**src/rtl/div_unit.sv**
```systemverilog
// div_unit: multi-cycle restoring integer divider (RISC-V M semantics).
//
// Ports:
//   clk      - single clock, all state on rising edge
//   rst      - synchronous, active-high reset
//   start    - begin an operation (accepted in IDLE or DONE only)
//   op       - 00 DIV, 01 DIVU, 10 REM, 11 REMU
//   dividend - operand A, captured on accepted start
//   divisor  - operand B, captured on accepted start
//   busy     - high while iterating (state RUN)
//   done     - one-cycle pulse when result is valid
//   result   - quotient or remainder, held until the next completion
//
// Divide-by-zero and signed overflow bypass the iteration and complete in
// one cycle. All other operations run N restoring iterations on operand
// magnitudes, then fix up signs on the way into the result register.
module div_unit #(
  parameter int N = 32
) (
  input  logic         clk,
  input  logic         rst,
  input  logic         start,
  input  logic [1:0]   op,
  input  logic [N-1:0] dividend,
  input  logic [N-1:0] divisor,
  output logic         busy,
  output logic         done,
  output logic [N-1:0] result
);

  localparam int CW = $clog2(N) + 1;

  typedef enum logic [1:0] {
    IDLE = 2'd0,
    RUN  = 2'd1,
    DONE = 2'd2
  } state_t;

  state_t         state, state_n;
  logic [N-1:0]   rem, rem_n;
  logic [N-1:0]   quo, quo_n;
  logic [N-1:0]   dvs, dvs_n;
  logic [CW-1:0]  cnt, cnt_n;
  logic           neg_q, neg_q_n;
  logic           neg_r, neg_r_n;
  logic           sel_rem, sel_rem_n;
  logic [N-1:0]   result_n;
  logic           busy_n, done_n;

  // Start-side decode
  logic           signed_op;
  logic           a_neg, b_neg;
  logic [N-1:0]   abs_a, abs_b;

  // One restoring step
  logic [N:0]     rem_sh, diff;
  logic [N-1:0]   iter_rem, iter_quo;

  function automatic logic [N-1:0] cond_neg(input logic [N-1:0] v, input logic neg);
    return neg ? -v : v;
  endfunction

  always_comb begin
    signed_op = ~op[0];
    a_neg     = signed_op & dividend[N-1];
    b_neg     = signed_op & divisor[N-1];
    abs_a     = cond_neg(dividend, a_neg);
    abs_b     = cond_neg(divisor, b_neg);

    // Shifted remainder needs N+1 bits; the difference always fits in
    // N+1 bits two's complement, so its MSB is the restore decision.
    rem_sh    = {rem, quo[N-1]};
    diff      = rem_sh - {1'b0, dvs};
    iter_rem  = diff[N] ? rem_sh[N-1:0] : diff[N-1:0];
    iter_quo  = {quo[N-2:0], ~diff[N]};
  end

  always_comb begin
    state_n   = state;
    rem_n     = rem;
    quo_n     = quo;
    dvs_n     = dvs;
    cnt_n     = cnt;
    neg_q_n   = neg_q;
    neg_r_n   = neg_r;
    sel_rem_n = sel_rem;
    result_n  = result;

    unique case (state)
      RUN: begin
        // start is ignored while iterating
        rem_n = iter_rem;
        quo_n = iter_quo;
        cnt_n = cnt + CW'(1);
        if (cnt == CW'(N - 1)) begin
          state_n  = DONE;
          result_n = sel_rem ? cond_neg(iter_rem, neg_r) : cond_neg(iter_quo, neg_q);
        end
      end
      default: begin
        // IDLE and DONE both fall back to IDLE unless a new start lands,
        // which gives back-to-back operation with no bubble from DONE.
        state_n = IDLE;
        if (start) begin
          if (divisor == '0) begin
            state_n  = DONE;
            result_n = op[1] ? dividend : '1;
          end else if (signed_op && dividend == {1'b1, {(N-1){1'b0}}} && divisor == '1) begin
            state_n  = DONE;
            result_n = op[1] ? '0 : dividend;
          end else begin
            state_n   = RUN;
            rem_n     = '0;
            quo_n     = abs_a;
            dvs_n     = abs_b;
            cnt_n     = '0;
            neg_q_n   = a_neg ^ b_neg;
            neg_r_n   = a_neg;
            sel_rem_n = op[1];
          end
        end
      end
    endcase

    busy_n = (state_n == RUN);
    done_n = (state_n == DONE);
  end

  always_ff @(posedge clk) begin
    if (rst) begin
      state   <= IDLE;
      busy    <= 1'b0;
      done    <= 1'b0;
      result  <= '0;
      rem     <= '0;
      quo     <= '0;
      dvs     <= '0;
      cnt     <= '0;
      neg_q   <= 1'b0;
      neg_r   <= 1'b0;
      sel_rem <= 1'b0;
    end else begin
      state   <= state_n;
      busy    <= busy_n;
      done    <= done_n;
      result  <= result_n;
      rem     <= rem_n;
      quo     <= quo_n;
      dvs     <= dvs_n;
      cnt     <= cnt_n;
      neg_q   <= neg_q_n;
      neg_r   <= neg_r_n;
      sel_rem <= sel_rem_n;
    end
  end

endmodule

```
**config.mk**
```make
export PLATFORM = sky130hd
export DESIGN_NAME = div_unit
export DESIGN_NICKNAME = d
export VERILOG_FILES = /design/src/rtl/div_unit.sv
export SDC_FILE = /design/constraint.sdc
export NUM_CORES = 1
export LEC_CHECK = 0
export ABC_AREA = 1
export ABC_CLOCK_PERIOD_IN_PS = 4400
export BUFFER_PORTS_ARGS = -buffer_cell sky130_fd_sc_hd__buf_2
export CAP_MARGIN = 20
export CORE_MARGIN = 2
export CORE_UTILIZATION = 42
export DETAILED_ROUTE_END_ITERATION = 10
export SETUP_SLACK_MARGIN = 0.15
export SLEW_MARGIN = 10
export SYNTH_ARGS = -nofsm -noshare
export SYNTH_HDL_FRONTEND = slang
export SYNTH_SLANG_ARGS = --single-unit
```
**constraint.sdc**
```tcl
create_clock -name clk -period 4.4 [get_ports clk]
set_input_delay 0.22 -clock clk [delete_from_list [all_inputs] [get_ports clk]]
set_output_delay 0.22 -clock clk [all_outputs]
set_load 0.01 [all_outputs]
```
Word level (Yosys, flattened, before mapping)
Index checks and enable logic that the tools add are counted.
- register bits: 141
- input port bits: 69
- logic and storage cells: 72
- $add $sub $neg: 6
- equal/unequal tests: 9
- multiplexer cells: 30
- bitwise operators: 8
- reductions and logical operators: 8
- operator list (kind ; count):
    two-way mux 32 bit ; 21
    negation 32 bit ; 4
    equality test 32 bit, second input constant ; 2
    subtractor 33 x 32 -> 33 bit ; 1
    logical NOT 32 bit ; 1
    two-way mux 6 bit ; 4
    two-way mux 2 bit ; 5
    adder 6 x 1 -> 6 bit, second input constant ; 1
    equality test 6 x 5 -> 1 bit, second input constant ; 1
    AND reduction 3 bit ; 2
    inverter 1 bit ; 5
    equality test 2 x 1 -> 1 bit, second input constant ; 2
    != test 2 x 1 -> 1 bit, second input constant ; 2
    AND reduction 4 bit ; 1
    nonzero test 3 bit ; 1
    bitwise AND 1 bit ; 2
    equality test 2 bit, second input constant ; 1
    logical AND 1 bit ; 2
    != test 2 bit, second input constant ; 1
    nonzero test 2 bit ; 1
    XOR 1 bit ; 1

Logic depth before layout (Yosys ltp)
- word-level depth: 8
- depth in mapped cells: 34
- depth with buffers taken out: 32

Worst setup path before layout
Ideal clock, no wire load.
- path kind: register to register
- start point: register quo[31]
- end point: register result[30]
- arrival: 3.880 ns
- required time: 4.268 ns
- slack: 0.388 ns
- cell stages (with the launch flop): 34
- path buffers: 2
- cell sequence: dfxtp_1 > inv_1 > ha_1 > inv_1 > fa_1 > nand2_1 > nand2_1 > nand3_1 > nand2_1 > nand2_1 > nand2_2 > nand2_4 > nand3_2 > nand2_4 > buf_8 > buf_6 > ha_1 > inv_1 > nor3_1 > nand3_1 > nor2_1 > nand4_1 > nor2_1 > inv_1 > o21ai_0 > nand2_1 > inv_1 > o21ai_0 > o21ai_0 > a21oi_1 > nor2_1 > nand2_1 > nand2_1 > a21oi_1
- cells in the longest elaborated chain, start to end: 7
- elaborated cells on any way between the ends: 10
- classes of those cells: 3 x add/sub; 6 x mux; 1 x bitwise
- ends and longest elaborated chain (element ; line ; text):
    from (decl) ; 41 ; logic [N-1:0] quo, quo_n;
    from (signal assigned) ; 148 ; quo <= quo_n;
    subtractor 33 x 32 -> 33 bit ; 73 ; diff = rem_sh - {1'b0, dvs};
    two-way mux 32 bit / inverter 1 bit (equally long branches) ; 74, 75 ;
    negation 32 bit ; 60 ; return neg ? -v : v;
    two-way mux 32 bit ; 60 ;
    two-way mux 32 bit (*) ; 97 ; result_n = sel_rem ? cond_neg(iter_rem, neg_r) : cond_neg(iter_quo, neg_q);
    two-way mux 32 bit (*) ; 95 ; if (cnt == CW'(N - 1)) begin
    two-way mux 32 bit (*) ; 89 ; unique case (state)
    to (signal assigned) ; 146 ; result <= result_n;
    to (decl) ; 28 ; output logic [N-1:0] result
Mark *: on every way between the ends. The rest lies on a longest branch, timed or not. The select of a mux whose other input is x is not followed.
A chain may end at the register's enable or synchronous reset.

Worst setup path after layout
Ends and elaborated chain as after synthesis.

==> summary.md <==
| Metric | Value |
|---|---|
| Status | finished, final reports clean |
| Drt drc | 0 |
| CP top delay family | simple AND/OR/NAND/NOR gates |
| Maxcap violations | 0 |
| Switching Share | 47.8% |
| Vias | 14,298 |
| Iter 0 DRT Violations | 1,281 |
| Critical path data required time | 4.69 ns |
| Num CTS Buffers | 17 |
| Post-synth top cells | nand2_1, inv_1, a21oi_1, nor2_1, dfxtp_1 |
| Area share of the largest cell type after synthesis | 22.2% |
| Power Total | 6.02 mW |
| I/O Pins | 103 |
| Clk buf depth | 2 |
| DIE HEIGHT | 178 um |
| WP buf/inv | 6 |
| Hold Vio Cnt, Final | 0 |
| Post-synth top flop | dfxtp_1 |
| Comb pwr share | 52.5% |
| Die W | 178 um |
| Fmax | 257 MHz |
| Worst Clk Skew | 0.0142 ns |
| CTS Hold Buffers Added | 0 |
| Initial antenna violation count | 0 |
| First-pass DRT Iterations | 5 |
| Yosys cell types | 54 |
| Met1 usage | 39.5% |
| RSZ-0062 raised after global routing | false |
| Post-route ant nets | 0 |
| Ant diodes | 0 |
| CP max stage delay | 0.37 ns |
| Post-synthesis cell area | 12,700 sq um |
| Critical path type | reg2reg |
| CTS tree | yes |
| Worst-path clk slew | 0.07 ns |
| Total Routing Usage GR | 28.4% |
| GRT Max-Usage Layer | met2 |
| Share of layout cells above drive strength 1 | 12.2% |
| GRT overflow | 0 |
| Final worst path period need | 3.89 ns |
| Synthesized Nets | 2,312 |
| RePlAce Congestion | 0.927 |
| CP startpoint kind | flop |
| Register area share after synthesis | 22.2% |
| Root buffer cell | clkbuf_16 |
| Post-synth ARST share | 0% |
| Fillers | 3,152 |
| Met3 global-route usage | 4.80% |
| Largest net degree at the start of global routing | 86 |
| Core area | 29,700 sq um |
| Post-synth EDFFs | 0 |
| Post-Syn Instances | 2,204 |
| Vias in the first global route | 13,164 |
| Clk sinks | 141 |
| Sequential Power Share | 23.8% |
| Crit path capture type | flop |
| Synth Warn # | 0 |
| P_int | 3.14 mW |
| Initial core utilization | 42.8% |
| Die ar. | 31,700 sq um |
| Grt met2 use | 43.9% |
| Nets | 2,374 |
| Area Overhead vs Synth | 13.1% |
| Leak | 6.85 nW |
| Worst-Skew Late Latency | 0.45 ns |
| Sw Pwr | 2.88 mW |
| Leading cell type by number of instances after synthesis | nand2_1 |
| Peak supply drop | 294 uV |
| Synth area leaders | dfxtp_1, nand2_1, inv_1 |
| Setup TNS | 0 ns |
| Mean Syn Cell Area | 5.77 sq um |
| Slew @ Worst Pin | 1.03 ns |
| Worst rel slew slack | 31.5% |
| Area leader, netlist | dfxtp_1 |
| Worst hold path class | in2reg |
| #FFs+latches synth | 141 |
| CP max-delay cell | fa_2 |
| Routed WL | 44,400 um |
| H-tree depth | 4 |
| First-pass GRT wire length | 69,900 um |
| Post-DR wirelength/cell | 16.7 um |
| Power per cell area | 419 nW/um^2 |
| Rows | 63 |
| Clock Power Share | 23.7% |
| Via/cell ratio | 5.36 |
| Period utilization | 88.5% |
| Slew Viols, Final | 0 |
| IO buf count | 102 |
| CP most frequent cell | nand2_2 |
| Worst-path maximum fanout | 3 |
| Post-DP HPWL | 33,600 um |
| Crit path arrival time | 4.18 ns |
| Endpoints failing setup | 0 |
==> layer usage <==
metal / share of wire, % / vias up
met5: 0 / -
met3: 6.9 / 87
met1: 47 / 6494
met2: 43 / 497
met4: 3.3 / 0
li1: - / 7220
==> power by group through the flow <==
stage	Clock (mW)	Combinational (mW)	Sequential (mW)
floorplan	0	2.30	1.43
global placement	0	3.00	1.45
CTS	1.45	3.03	1.43
detailed placement	0	3.02	1.46
global route	1.50	3.54	1.45
finish	1.43	3.16	1.44
==> stage by stage <==
stage | hold WS [ns] | instances | worst slack, ns | instance area [sq um] | utilization (%)
after CTS | 0.0495 | 2665 | 0.193 | 14100 | 47.5
after detailed placement | 0.453 | 2633 | 0.217 | 13600 | 45.7
after global routing | 0.0863 | 2669 | 0.125 | 14400 | 48.4
final | 0.0687 | 2669 | 0.507 | 14400 | 48.4
after global placement | 0.445 | 2633 | 0.223 | 13600 | 45.7
after floorplan | 0.304 | 2204 | 0.388 | 12700 | -
==> kinds of logic (layout without fill, tap and decap cells) <==
logic type	after synthesis	count (layout)	synth area share, %
fa+ha+maj	54	54	5.07
flops	141	141	22.2
buf+inv	383	458	11.9
compound gates	415	415	17.8
simple gates	1144	1144	38.4
xor+xnor	67	67	4.61
==> registers in the layout, summed over array words and instances, names as in the netlist <==
signal	count
dvs	32
quo	32
rem	32
result	32
cnt	6
state	2
busy	1
done	1
neg_q	1
neg_r	1
sel_rem	1
==> path summary, 6_finish.rpt <==
kind / depth (start not counted) / slack [ns] / from / end
max: 32 / 0.51 / quo[31] / result[30]
min: 3 / 0.07 / dividend[1] / quo[1]
max reg2reg: 32 / 0.51 / quo[31] / result[30]
min reg2reg: 2 / 0.46 / result[23] / result[23]
==> worst min-delay path, stage by stage <==
cell     delay, ns
buf_2         0.11
nand2_1       0.06
a31oi_1       0.07
==> repair_timing <==
item | 4_1_cts | 5_1_grt
setup buffers | 0 | 4
setup endpoints to repair | 0 | 14
gates resized for setup | 0 | 49
==> final cells by class <==
| cell class | count | area (sq um) | area share [%] |
|---|---|---|---|
| clock inverter | 13 | 115 | 0.800 |
| clock buffer | 19 | 443 | 3.08 |
| timing repair buffer | 133 | 793 | 5.51 |
| multi-input combinational | 1680 | 8630 | 59.9 |
| inverter | 293 | 1100 | 7.64 |
| tap | 390 | 488 | 3.39 |
| sequential | 141 | 2820 | 19.6 |
==> placed cells by master (no fill, tap or decap), types with 16 or more instances in the layout <==
| cell | synthesis | layout |
|---|---|---|
| nand2_1 | 682 | 676 |
| inv_1 | 278 | 274 |
| a21oi_1 | 196 | 193 |
| nor2_1 | 184 | 177 |
| nand3_1 | 140 | 140 |
| dfxtp_1 | 141 | 140 |
| o21ai_0 | 129 | 126 |
| buf_2 | 5 | 102 |
| xor2_1 | 52 | 52 |
| nand2_2 | 23 | 28 |
| nor3_1 | 29 | 27 |
| nand4_1 | 27 | 27 |
| buf_4 | 5 | 27 |
| a31oi_1 | 26 | 26 |
| ha_1 | 38 | 23 |
| clkbuf_16 | 0 | 17 |
| nor2_2 | 11 | 16 |
(Power assumes the default switching activity.)
